==> src/rtl/lcd_bus_receiver_if.sv <==
// Character-LCD bus (4-bit HD44780 style) between a display driver and a receiver.
interface lcd_bus_receiver_if;
    logic sf_e;
    logic e;
    logic rs;
    logic rw;
    logic d;
    logic c;
    logic b;
    logic a;

    modport master (output sf_e, e, rs, rw, d, c, b, a);
    modport slave  (input  sf_e, e, rs, rw, d, c, b, a);
endinterface

==> src/rtl/lcd_bus_receiver.sv <==
// Passive LCD bus monitor: strobe sampling, nibble assembly, command decode and a
// 2x16 shadow of display RAM readable through a registered port.
module lcd_bus_receiver #(
    parameter int unsigned CLR_CYCLES = 32
) (
    input  logic              clk,
    input  logic              rst_n,
    lcd_bus_receiver_if.slave bus,
    input  logic [4:0]        rd_addr,
    output logic [7:0]        rd_char,
    output logic              byte_valid,
    output logic              byte_rs,
    output logic [7:0]        byte_data,
    output logic [6:0]        ddram_addr,
    output logic              mode_4bit,
    output logic              disp_on,
    output logic              busy,
    output logic              err
);
    localparam int unsigned CntW = $clog2(CLR_CYCLES + 1);

    typedef enum logic {PhHigh, PhLow} phase_e;

    // Stage 1: strobe capture
    logic       e_q, stb_q, rs_q, rw_q;
    logic [3:0] nib_q;

    // Stage 2: assembly, decode and state
    phase_e          phase_q, phase_d;
    logic [3:0]      hi_nib_q, hi_nib_d;
    logic            hi_rs_q, hi_rs_d;
    logic            byte_valid_q, byte_valid_d;
    logic            byte_rs_q, byte_rs_d;
    logic [7:0]      byte_data_q, byte_data_d;
    logic [6:0]      addr_q, addr_d;
    logic            incr_q, incr_d;
    logic            mode_4bit_q, mode_4bit_d;
    logic            disp_on_q, disp_on_d;
    logic            busy_q, busy_d;
    logic            err_q, err_d;
    logic [CntW-1:0] clr_cnt_q, clr_cnt_d;

    logic [7:0] shadow_q [32];
    logic [7:0] rd_char_q;

    logic       asm_ok;
    logic [7:0] asm_byte;
    logic       sh_we;
    logic [4:0] sh_idx;
    logic [7:0] sh_wdata;

    always_ff @(posedge clk or negedge rst_n) begin
        if (!rst_n) begin
            e_q   <= 1'b0;
            stb_q <= 1'b0;
            rs_q  <= 1'b0;
            rw_q  <= 1'b0;
            nib_q <= 4'h0;
        end else begin
            e_q   <= bus.e;
            stb_q <= e_q & ~bus.e & bus.sf_e;
            if (e_q && !bus.e && bus.sf_e) begin
                nib_q <= {bus.d, bus.c, bus.b, bus.a};
                rs_q  <= bus.rs;
                rw_q  <= bus.rw;
            end
        end
    end

    always_comb begin
        phase_d      = phase_q;
        hi_nib_d     = hi_nib_q;
        hi_rs_d      = hi_rs_q;
        byte_valid_d = 1'b0;
        byte_rs_d    = byte_rs_q;
        byte_data_d  = byte_data_q;
        addr_d       = addr_q;
        incr_d       = incr_q;
        mode_4bit_d  = mode_4bit_q;
        disp_on_d    = disp_on_q;
        busy_d       = busy_q;
        err_d        = 1'b0;
        clr_cnt_d    = clr_cnt_q;
        asm_ok       = 1'b0;
        asm_byte     = 8'h00;
        sh_we        = 1'b0;
        sh_idx       = clr_cnt_q[4:0];
        sh_wdata     = 8'h20;

        if (busy_q) begin
            if (clr_cnt_q < CntW'(32)) begin
                sh_we = 1'b1;
            end
            clr_cnt_d = clr_cnt_q + CntW'(1);
            if (clr_cnt_q == CntW'(CLR_CYCLES - 1)) begin
                busy_d = 1'b0;
            end
        end

        if (stb_q) begin
            if (rw_q) begin
                err_d   = 1'b1;
                phase_d = PhHigh;
            end else if (!mode_4bit_q) begin
                asm_ok   = 1'b1;
                asm_byte = {nib_q, 4'h0};
            end else if (phase_q == PhHigh) begin
                hi_nib_d = nib_q;
                hi_rs_d  = rs_q;
                phase_d  = PhLow;
            end else begin
                phase_d = PhHigh;
                if (rs_q != hi_rs_q) begin
                    err_d = 1'b1;
                end else begin
                    asm_ok   = 1'b1;
                    asm_byte = {hi_nib_q, nib_q};
                end
            end
        end

        if (asm_ok && !rs_q) begin
            byte_valid_d = 1'b1;
            byte_rs_d    = 1'b0;
            byte_data_d  = asm_byte;
            if (asm_byte[7:5] == 3'b001) begin
                mode_4bit_d = ~asm_byte[4];
                phase_d     = PhHigh;
            end
            if (asm_byte == 8'h01) begin
                addr_d    = 7'h00;
                incr_d    = 1'b1;
                busy_d    = 1'b1;
                clr_cnt_d = '0;
            end else if (asm_byte[7:1] == 7'b0000001) begin
                addr_d = 7'h00;
            end else if (asm_byte[7:2] == 6'b000001) begin
                incr_d = asm_byte[1];
            end else if (asm_byte[7:3] == 5'b00001) begin
                disp_on_d = asm_byte[2];
            end else if (asm_byte[7]) begin
                addr_d = asm_byte[6:0];
            end
        end else if (asm_ok) begin
            // A data byte during clear is reported only as an error so err and
            // byte_valid stay mutually exclusive; the address still advances.
            if (busy_q) begin
                err_d = 1'b1;
            end else begin
                byte_valid_d = 1'b1;
                byte_rs_d    = 1'b1;
                byte_data_d  = asm_byte;
                if (addr_q[6:4] == 3'b000 || addr_q[6:4] == 3'b100) begin
                    sh_we    = 1'b1;
                    sh_idx   = {addr_q[6], addr_q[3:0]};
                    sh_wdata = asm_byte;
                end
            end
            addr_d = incr_q ? addr_q + 7'd1 : addr_q - 7'd1;
        end
    end

    always_ff @(posedge clk or negedge rst_n) begin
        if (!rst_n) begin
            phase_q      <= PhHigh;
            hi_nib_q     <= 4'h0;
            hi_rs_q      <= 1'b0;
            byte_valid_q <= 1'b0;
            byte_rs_q    <= 1'b0;
            byte_data_q  <= 8'h00;
            addr_q       <= 7'h00;
            incr_q       <= 1'b1;
            mode_4bit_q  <= 1'b0;
            disp_on_q    <= 1'b0;
            busy_q       <= 1'b0;
            err_q        <= 1'b0;
            clr_cnt_q    <= '0;
        end else begin
            phase_q      <= phase_d;
            hi_nib_q     <= hi_nib_d;
            hi_rs_q      <= hi_rs_d;
            byte_valid_q <= byte_valid_d;
            byte_rs_q    <= byte_rs_d;
            byte_data_q  <= byte_data_d;
            addr_q       <= addr_d;
            incr_q       <= incr_d;
            mode_4bit_q  <= mode_4bit_d;
            disp_on_q    <= disp_on_d;
            busy_q       <= busy_d;
            err_q        <= err_d;
            clr_cnt_q    <= clr_cnt_d;
        end
    end

    always_ff @(posedge clk or negedge rst_n) begin
        if (!rst_n) begin
            for (int i = 0; i < 32; i++) begin
                shadow_q[i] <= 8'h20;
            end
            rd_char_q <= 8'h20;
        end else begin
            if (sh_we) begin
                shadow_q[sh_idx] <= sh_wdata;
            end
            rd_char_q <= shadow_q[rd_addr];
        end
    end

    assign rd_char    = rd_char_q;
    assign byte_valid = byte_valid_q;
    assign byte_rs    = byte_rs_q;
    assign byte_data  = byte_data_q;
    assign ddram_addr = addr_q;
    assign mode_4bit  = mode_4bit_q;
    assign disp_on    = disp_on_q;
    assign busy       = busy_q;
    assign err        = err_q;
endmodule

==> src/flat_wrapper.sv <==
// flat-port wrapper written by rule: the top's interface ports become plain ports
module lcd_bus_receiver_flat 
#(
    parameter int unsigned CLR_CYCLES = 32
)
  (clk, rst_n, rd_addr, rd_char, byte_valid, byte_rs, byte_data, ddram_addr, mode_4bit, disp_on, busy, err, bus_sf_e, bus_e, bus_rs, bus_rw, bus_d, bus_c, bus_b, bus_a);
  lcd_bus_receiver_if bus_i ();
  input  logic clk;
  input  logic rst_n;
  input  logic [4:0] rd_addr;
  output logic [7:0] rd_char;
  output logic byte_valid;
  output logic byte_rs;
  output logic [7:0] byte_data;
  output logic [6:0] ddram_addr;
  output logic mode_4bit;
  output logic disp_on;
  output logic busy;
  output logic err;
  input wire logic [$bits(bus_i.sf_e)-1:0] bus_sf_e;
  input wire logic [$bits(bus_i.e)-1:0] bus_e;
  input wire logic [$bits(bus_i.rs)-1:0] bus_rs;
  input wire logic [$bits(bus_i.rw)-1:0] bus_rw;
  input wire logic [$bits(bus_i.d)-1:0] bus_d;
  input wire logic [$bits(bus_i.c)-1:0] bus_c;
  input wire logic [$bits(bus_i.b)-1:0] bus_b;
  input wire logic [$bits(bus_i.a)-1:0] bus_a;
  assign bus_i.sf_e = bus_sf_e;
  assign bus_i.e = bus_e;
  assign bus_i.rs = bus_rs;
  assign bus_i.rw = bus_rw;
  assign bus_i.d = bus_d;
  assign bus_i.c = bus_c;
  assign bus_i.b = bus_b;
  assign bus_i.a = bus_a;
  lcd_bus_receiver #(.CLR_CYCLES(CLR_CYCLES)) u_core (.clk(clk), .rst_n(rst_n), .bus(bus_i), .rd_addr(rd_addr), .rd_char(rd_char), .byte_valid(byte_valid), .byte_rs(byte_rs), .byte_data(byte_data), .ddram_addr(ddram_addr), .mode_4bit(mode_4bit), .disp_on(disp_on), .busy(busy), .err(err));
endmodule
==> config.mk <==
export PLATFORM = sky130hd
export DESIGN_NAME = lcd_bus_receiver_flat
export DESIGN_NICKNAME = d
export VERILOG_FILES = /design/src/rtl/lcd_bus_receiver_if.sv /design/src/rtl/lcd_bus_receiver.sv /design/src/flat_wrapper.sv
export SDC_FILE = /design/constraint.sdc
export NUM_CORES = 1
export LEC_CHECK = 0
export CORE_MARGIN = 2
export CORE_UTILIZATION = 44
export DETAILED_ROUTE_END_ITERATION = 16
export HOLD_SLACK_MARGIN = 0.12
export PLACE_DENSITY = 0.72
export SYNTH_ARGS = -nofsm -noshare
export SYNTH_HDL_FRONTEND = slang
export SYNTH_SLANG_ARGS = --single-unit
==> constraint.sdc <==
create_clock -name clk -period 6.3 [get_ports clk]
set_input_delay 0.63 -clock clk [delete_from_list [all_inputs] [get_ports clk]]
set_output_delay 0.63 -clock clk [all_outputs]
set_load 0.05 [all_outputs]
**Word level (Yosys, flattened, before mapping)**

Cells that the tools add are included.

- Register bits after elaboration: 306
- Bits in latches: 0
- RAM bits: 0
- Memory bits (read-only): 0
- Word-level logic and storage cells: 169
- Memories kept: 0

- $add $sub $neg: 3
- $mul: 0
- Divide/modulo/power cells: 0
- Magnitude comparators: 4
- Eq/ne operators: 13
- Shifts and indexed selects: 0
- Muxes and demuxes: 71
- Bitwise operators: 11
- Reductions and logical operators: 16

Operators by type and width:

| cell | count |
|---|---|
| $bwmux W256 | 1 |
| $mux W8 | 15 |
| $mux W7 | 8 |
| $bmux W8 S5 | 1 |
| $demux W8 S5 | 1 |
| $mux W1 | 38 |
| $mux W5 | 4 |
| $mux W6 | 3 |
| $ge A6 B6 Y1 const B | 2 |
| $not A5 Y6 | 2 |
| $eq A8 B1 Y1 const B | 1 |
| $ne A4 B4 Y1 const B | 2 |
| $reduce_and A4 Y1 | 2 |
| $add A7 B1 Y7 const B | 1 |
| $eq A7 B1 Y1 const B | 1 |
| $not A1 Y1 | 7 |
| $sub A7 B1 Y7 const B | 1 |
| $add A6 B1 Y6 const B | 1 |
| $eq A6 B1 Y1 const B | 1 |
| $eq A6 B5 Y1 const B | 1 |
| $lt A6 B1 Y1 const B | 1 |
| $lt A6 B6 Y1 const B | 1 |
| $eq A5 B1 Y1 const B | 1 |
| $reduce_and A5 Y1 | 1 |
| other kinds (14) | 21 |

**Depth between registers and ports, before layout**

Gate-level depths: netlist (run 1).

- Word-level depth: 14
- Depth in mapped cells: 8
- Mapped depth without buffers: 7

**Worst setup path before layout (run 1)**

No wires, ideal clock.

- Path type: input-to-reg
- Start point: input port rd_addr[0]
- End point: register u_core.rd_char_q[0] (netlist: u_core.rd_char[0])
- Setup time: 125 ps
- Arrival: 2,816 ps
- Required time: 6,175 ps
- Setup slack: 3,360 ps
- Stages on the path: 5
- Buffers on the path: 2
- Cell sequence: clkbuf_1 -> buf_1 -> mux4_2 -> mux4_2 -> mux2_2

- Word-level cells in the longest chain between the ends: 4

RTL lines:

| item | RTL line | source |
|---|---|---|
| start, declared | flat_wrapper.sv:10 | `input logic [4:0] rd_addr;` |
| $not A5 Y6 (not written as such) | lcd_bus_receiver.sv:205 | `rd_char_q <= shadow_q[rd_addr];` |
| $bmux W8 S5 | lcd_bus_receiver.sv:205 |  |
| $mux W8 (not written as such) (2 in series) | lcd_bus_receiver.sv:205 |  |
| end signal, assigned | lcd_bus_receiver.sv:205 |  |
| end, declared | lcd_bus_receiver.sv:44 | `logic [7:0] rd_char_q;` |

No other way between the ends. The select of a mux whose other input is x is not followed.
A chain may end at the register's enable or synchronous reset.

**Worst setup path after layout (run 1)**

- Start point: register u_core.busy_q (netlist: u_core.busy)
- End point: register u_core.shadow_q[254] (netlist bit)

- Word-level cells in the longest chain between the ends: 9

RTL lines:

| item | RTL line | source |
|---|---|---|
| start, declared | lcd_bus_receiver.sv:39 | `logic busy_q, busy_d;` |
| start signal, assigned | lcd_bus_receiver.sv:189 | `busy_q <= busy_d;` |
| $mux W5 | lcd_bus_receiver.sv:147 | `if (busy_q) begin` |
| $mux W5 | lcd_bus_receiver.sv:144 | `end else if (asm_ok) begin` |
| $mux W5 | lcd_bus_receiver.sv:122 | `if (asm_ok && !rs_q) begin` |
| $not A5 Y6 (not written as such) | lcd_bus_receiver.sv:203 | `shadow_q[sh_idx] <= sh_wdata;` |
| $ge A6 B6 Y1 (not written as such) or $lt A6 B1 Y1 (tied branches) | lcd_bus_receiver.sv:203 |  |
| $logic_and A1 B1 Y1 (not written as such) | lcd_bus_receiver.sv:203 |  |
| $mux W8 (not written as such) | lcd_bus_receiver.sv:203 |  |
| $demux W8 S5 | lcd_bus_receiver.sv:203 |  |
| $bwmux W256 | lcd_bus_receiver.sv:203 |  |
| end signal, assigned by index | lcd_bus_receiver.sv:203 |  |
| end, declared | lcd_bus_receiver.sv:43 | `logic [7:0] shadow_q [32];` |

Several ways; a longest one is shown, not always the timed one.

==> impl_metrics.json, run 1 <==
{
  "final_cells": 1511,
  "period_share_pct": 51.19,
  "synth_area_um2": 14770,
  "clock_skew_ns": 0.01903,
  "maxCapViolCount": 0,
  "tritoncts": "built",
  "vias_per_cell": 5.907,
  "synthCells": 1012,
  "cp_max_fo": 15,
  "critPathArrivalTime_ns": 3.61,
  "clockRootBuffer": "clkbuf_16",
  "p_leak_nw": 7.670,
  "die-area_um2": 35050,
  "endpoint_kind": "flip-flop",
  "grt_setup_unrepaired": "no",
  "path_class": "reg2reg",
  "grt_pass1_vias": 9544,
  "num_vias": 8926,
  "crit_required_ns": 6.69,
  "synthToLayoutAreaGrowth_pct": 13.81,
  "wl_per_cell_um": 23.14,
  "clock_latency_ns": 0.52,
  "status": "complete, no violations",
  "synth-seq-cells": 306,
  "setup_ws_ns": 3.075,
  "grt_pass1_wl_um": 56300,
  "ys_seq_area_share_pct": 52.13,
  "hold_buffers": 0,
  "antenna_found_initial": 0,
  "slew_headroom_pct": 21.26,
  "synth_edf_count": 0,
  "max_stage_delay_ns": 0.77,
  "synth_nets": 1034,
  "fmax_mhz": 310.1,
  "total_power_mw": 4.995,
  "r2r_slack_ns": 3.08,
  "yosys.area.top_type": "dfrtp_1",
  "core_area_um2": 33280,
  "ir_worst_vdd_mv": 0.2610,
  "ctsResizeCount": 0,
  "fin_setup_tns_ns": 0,
  "place_hpwl_um": 22920,
  "power-per-cell-area_nw_per_um2": 297.2,
  "synth_top_area_share_pct": 46.08,
  "overflow": 0,
  "hold_violations": 0,
  "ys_types": 81,
  "drv_slew": 0,
  "ys_warn_count": 0,
  "drc": 0,
  "dpl.cell_count": 1449,
  "postCtsSetupBuffers": 0,
  "ys_async_sr_fraction_pct": 100.0,
  "die_w_um": 187.2,
  "portBuffers": 43,
  "htreeDepth": 2,
  "synthTopCellsByArea": "dfrtp_1, mux2_2, mux4_2",
  "grt_max_degree": 141,
  "cpMaxStageDelayCell": "or4b_1",
  "floorplan.initialDensity_pct": 44.38,
  "synth_area_per_cell_um2": 14.60,
  "dr.pass1.iters": 6,
  "worstHoldPathType": "in2async",
  "dp_slack_ns": 2.945,
  "cts_max_path_buffers": 3,
  "wirelength_um": 34960,
  "cts.clk_slew.worst_paths_ns": 0.06,
  "antenna_cells": 0,
  "cp-start-kind": "flip-flop",
  "io_pins": 44,
  "numCtsBuffers": 35,
  "ys.flop_type": "dfrtp_1",
  "drive_above_1_share_pct": 47.70,
  "die_h_um": 187.2,
  "worst_slew_pin_slew_ns": 1.170,
  "setup_viol": 0,
  "grt_use_total_pct": 20.60,
  "period_needed_ns": 3.225,
  "critPathTopFamily": "simple AND/OR/NAND/NOR gates",
  "ant_nets": 0,
  "gp_congestion": 0.8593,
  "rows": 67,
  "cp_cell_sequence": "or4b_1, or3_1, o22a_2, a211oi_4, mux2_2",
  "drtIter0Drc": 576,
  "cts.sinks": 306,
  "critPathBufInv": 0,
  "layout.nets": 1060,
  "finish.utilization_pct": 50.51
}
==> cell families after synthesis <==
family          after synthesis  share of synthesized area (%)
compound gates              108                          6.082
buf+inv                      80                          2.118
xor+xnor                      8                         0.5252
fa+ha+maj                     7                         0.6438
simple gates                143                          5.006
flops                       306                          52.13
mux                         360                          33.49
==> synth_stat cells (4+ instances only) <==
cell type	number
mux2_2	274
dfrtp_1	272
mux4_2	80
clkbuf_1	49
nand2_1	47
dfstp_2	34
nor2_1	29
o21ai_0	17
a21oi_1	16
nand3_1	13
buf_1	12
inv_1	9
o211ai_2	9
buf_2	7
ha_1	6
mux2i_1	6
nand2b_1	6
nand4_1	6
nor3_1	6
a21o_1	5
o21ai_1	5
and3_1	4
nor2b_1	4
o21bai_1	4
o22ai_1	4
xnor2_1	4
==> path summary, 6_finish.rpt <==
kind	startpoint	to	depth (start not counted)
worst max-delay path	u_core.busy$_DFF_PN0_	u_core.shadow_q[254]$_DFFE_PN0P_	5
worst min-delay path	rst_n	u_core.shadow_q[158]$_DFFE_PN0P_	1
worst max register to register	u_core.busy$_DFF_PN0_	u_core.shadow_q[254]$_DFFE_PN0P_	5
worst min register to register	u_core.byte_data[5]$_DFFE_PN0P_	u_core.byte_data[5]$_DFFE_PN0P_	2
max in group asynchronous	rst_n	u_core.shadow_q[42]$_DFFE_PN0P_	2
min in group clk	u_core.byte_data[5]$_DFFE_PN0P_	u_core.byte_data[5]$_DFFE_PN0P_	2
==> metrics by stage <==
step | hold slack (ns) | area [um^2]
2_1_floorplan | 0.3344 | 14770
3_3_place_gp | 0.4641 | 15630
3_5_place_dp | 0.4658 | 15630
4_1_cts | 0.1613 | 16810
5_1_grt | 0.1857 | 16810
6_report | 0.1078 | 16810
==> placed cells by master (no fill, tap or decap), types with 8 or more instances in the layout <==
cell,instances
mux2_2,274
dfrtp_1,272
mux4_2,80
nand2_1,47
clkdlybuf4s50_1,40
clkbuf_16,36
dfstp_2,34
nor2_1,23
o21ai_0,17
a21oi_1,16
buf_4,15
nand3_1,13
clkbuf_1,10
inv_1,9
o211ai_2,9
clkbuf_8,8
==> power breakdown <==
group | switching [mW] | internal (mW) | leakage [nW]
Clock | 0.806 | 1.27 | 0.579
Sequential | 0.126 | 2.04 | 4.11
Combinational | 0.470 | 0.279 | 2.98
==> state kept, by name (all words and copies together) (netlist names) <==
name	flops
u_core.busy	1
u_core.byte_data	8
u_core.byte_rs	1
u_core.byte_valid	1
u_core.clr_cnt_q	6
u_core.ddram_addr	7
u_core.disp_on	1
u_core.e_q	1
u_core.err	1
u_core.hi_nib_q	4
u_core.hi_rs_q	1
u_core.incr_q	1
u_core.mode_4bit	1
u_core.nib_q	4
u_core.phase_q	1
u_core.rd_char	8
u_core.rs_q	1
u_core.rw_q	1
u_core.shadow_q	256
u_core.stb_q	1
==> cell type report <==
cell class              instances  area (um^2)
flip-flops and latches        306         7700
repair buffers                 58        553.0
clock buffers                  54         1049
well taps                     448        560.5
multi-input cells             626         6773
clock inverters                 8        133.9
fillers                      2814        16470
inverters                      11        41.29
==> worst reg2reg max path, cell delays in order, from the launching register on <==
cell,delay [ns]
dfrtp_1,0.58
or4b_1,0.78
or3_1,0.43
o22a_2,0.25
a211oi_4,0.66
mux2_2,0.42
==> layer usage <==
layer | vias up | routed length, um | global-route usage, %
met4 | 0 | 940 | 6.044
li1 | 3866 | - | -
met3 | 65 | 1676 | 3.283
met2 | 234 | 17240 | 34.56
met1 | 4761 | 15100 | 27.82
met5 | - | 0 | 0
Note: power is estimated with default switching activity, not from simulation.
==> inputs of run 2 (changes only) <==
PLACE_DENSITY = 0.75   (was 0.72)
clock period = 2.9 ns   (was 6.3 ns; I/O delays follow)
==> run 2 against run 1 <==
Against the previous run: register-to-register slack lost 2.9 ns; clock power grew 110%; setup slack lost 2.9 ns; utilization grew 0.89 points; combinational power grew 130%; total power grew 120%; final area grew 1.8%.
==> impl_metrics.json, run 2 (same netlist as run 1, synthesis figures left out) <==
{
  "status": "complete, no violations",
  "layout_commonest_cell": "mux2_2",
  "fmax_mhz": 361.0,
  "gp_congestion": 0.9021,
  "critPathTopFamily": "compound AO/OA/AOI/OAI gates",
  "core_area_um2": 33280,
  "tritoncts": "built",
  "setup_viol": 0,
  "design_area_um2": 17110,
  "wl_per_cell_um": 21.99,
  "total_power_mw": 10.80,
  "portBuffers": 43,
  "grt_pass1_wl_um": 55020,
  "die_w_um": 187.2,
  "maxCapViolCount": 0,
  "cts.sinks": 306,
  "postCtsSetupBuffers": 0,
  "num_vias": 8985,
  "fin_setup_tns_ns": 0,
  "overflow": 0,
  "period_needed_ns": 2.770,
  "cp_cell_sequence": "or4b_1, buf_4, o41ai_2, a21boi_2, mux2_2",
  "dr.pass1.iters": 4,
  "ir_worst_vdd_mv": 0.4444,
  "cts.clk_slew.worst_paths_ns": 0.06,
  "largest_reg_flops": 256,
  "grt_pass1_vias": 9550,
  "floorplan.initialDensity_pct": 44.38,
  "layout.nets": 1095,
  "worst_slew_pin_slew_ns": 0.8902,
  "setup_ws_ns": 0.1301,
  "vias_per_cell": 5.808,
  "drc": 0,
  "r2r_start": "u_core.ddram_addr[4]$_DFFE_PN0P_",
  "synthToLayoutAreaGrowth_pct": 15.82,
  "worstHoldPathType": "in2reg",
  "cp-start-kind": "flip-flop",
  "endpoint_kind": "flip-flop",
  "grt_use_total_pct": 20.05,
  "drv_slew": 0,
  "clock_skew_ns": 0.02029,
  "hold_path_depth": 1,
  "place_area_um2": 15940,
  "die-area_um2": 35050,
  "cp_max_fo": 8,
  "grt_setup_unrepaired": "no",
  "p_leak_nw": 7.847,
  "numCtsBuffers": 34,
  "rr_worst_depth": 5,
  "max_stage_delay_ns": 0.64,
  "cts_max_path_buffers": 3,
  "period_share_pct": 95.51,
  "place_hpwl_um": 22600,
  "cpMaxStageDelayCell": "or4b_1",
  "critPathBufInv": 1,
  "top_register": "u_core.shadow_q",
  "power-per-cell-area_nw_per_um2": 631.1,
  "wirelength_um": 34020,
  "nFillCells": 2743,
  "htreeDepth": 2,
  "antenna_found_initial": 2,
  "clock_latency_ns": 0.52,
  "die_h_um": 187.2,
  "slew_headroom_pct": 40.25,
  "min_to": "u_core.e_q$_DFF_PN0_",
  "crit_required_ns": 3.29,
  "r2r-end": "u_core.shadow_q[55]$_DFFE_PN0P_",
  "drtIter0Drc": 558,
  "grt_max_degree": 79,
  "antenna_cells": 0,
  "dp_slack_ns": 0.1320,
  "path_class": "reg2reg",
  "hp-start": "bus_e",
  "io_pins": 44,
  "ant_nets": 0,
  "mostFrequentLayoutCells": "mux2_2, dfrtp_1, mux4_2",
  "drive_above_1_share_pct": 48.86,
  "dpl.cell_count": 1484,
  "critPathArrivalTime_ns": 3.16,
  "r2r_slack_ns": 0.13,
  "final_cells": 1547,
  "rows": 67,
  "clockRootBuffer": "clkbuf_16",
  "hold_violations": 0
}
## run 2: cell types whose count changed in the layout (fill, tap and decap cells not counted), sizes merged
cell / previous run / this run
clkinv: 5 / 4
dlygate4sd3: 0 / 1
buf: 18 / 53
clkbuf: 54 / 56
clkinvlp: 0 / 1
inv: 11 / 9
## run 2: stage by stage
step	hold WS [ns]	utilization (%)
detailed placement	0.3059	47.90
global route	0.2546	51.40
CTS	0.2229	51.37
floorplan	-0.005591	-
finish	0.2346	51.40
global placement	0.3055	47.90
## run 2: what timing repair did
action                                  in CTS  in global routing
hold buffers                                 1                  0
gates resized for setup                      0                  1
endpoints found under the setup margin       0                 14
endpoints found under the hold margin       56                  0
## run 2: power breakdown
group,switching (mW),internal [mW]
clock,1.67,2.71
sequential,0.245,4.44
combinational,1.07,0.669
total,2.98,7.82
## run 2: area by class of cell
class / count / area [um^2] / area share [%]
tap: 448 / 560.5 / 3.277
inverter: 11 / 41.29 / 0.2414
clock inverter: 6 / 107.6 / 0.6290
clock buffer: 56 / 1037 / 6.063
multi-input combinational: 626 / 6784 / 39.66
sequential: 306 / 7700 / 45.01
timing repair buffer: 94 / 875.8 / 5.120
## run 2: worst max-delay path by stage
stage | start | endpoint | slack, ns | cells past startpoint
after floorplan | u_core.ddram_addr[5]$_DFFE_PN0P_ | u_core.shadow_q[248]$_DFFE_PN0P_ | 0.14 | 6
after global placement | u_core.ddram_addr[5]$_DFFE_PN0P_ | u_core.shadow_q[48]$_DFFE_PN0P_ | 0.21 | 5
after detailed placement | u_core.ddram_addr[5]$_DFFE_PN0P_ | u_core.shadow_q[55]$_DFFE_PN0P_ | 0.13 | 5
after CTS | u_core.ddram_addr[5]$_DFFE_PN0P_ | u_core.shadow_q[55]$_DFFE_PN0P_ | 0.12 | 5
after global routing | u_core.ddram_addr[4]$_DFFE_PN0P_ | u_core.shadow_q[50]$_DFFE_PN0P_ | 0.005 | 5
final | u_core.ddram_addr[4]$_DFFE_PN0P_ | u_core.shadow_q[55]$_DFFE_PN0P_ | 0.13 | 5
## run 2: routing by layer
metal	track usage (%)	part of all wire (%)	vias up
li1	-	-	3946
met1	27.26	44	4804
met2	33.03	49	179
met3	3.677	4.4	56
met4	5.983	2.5	0
met5	0	0	-
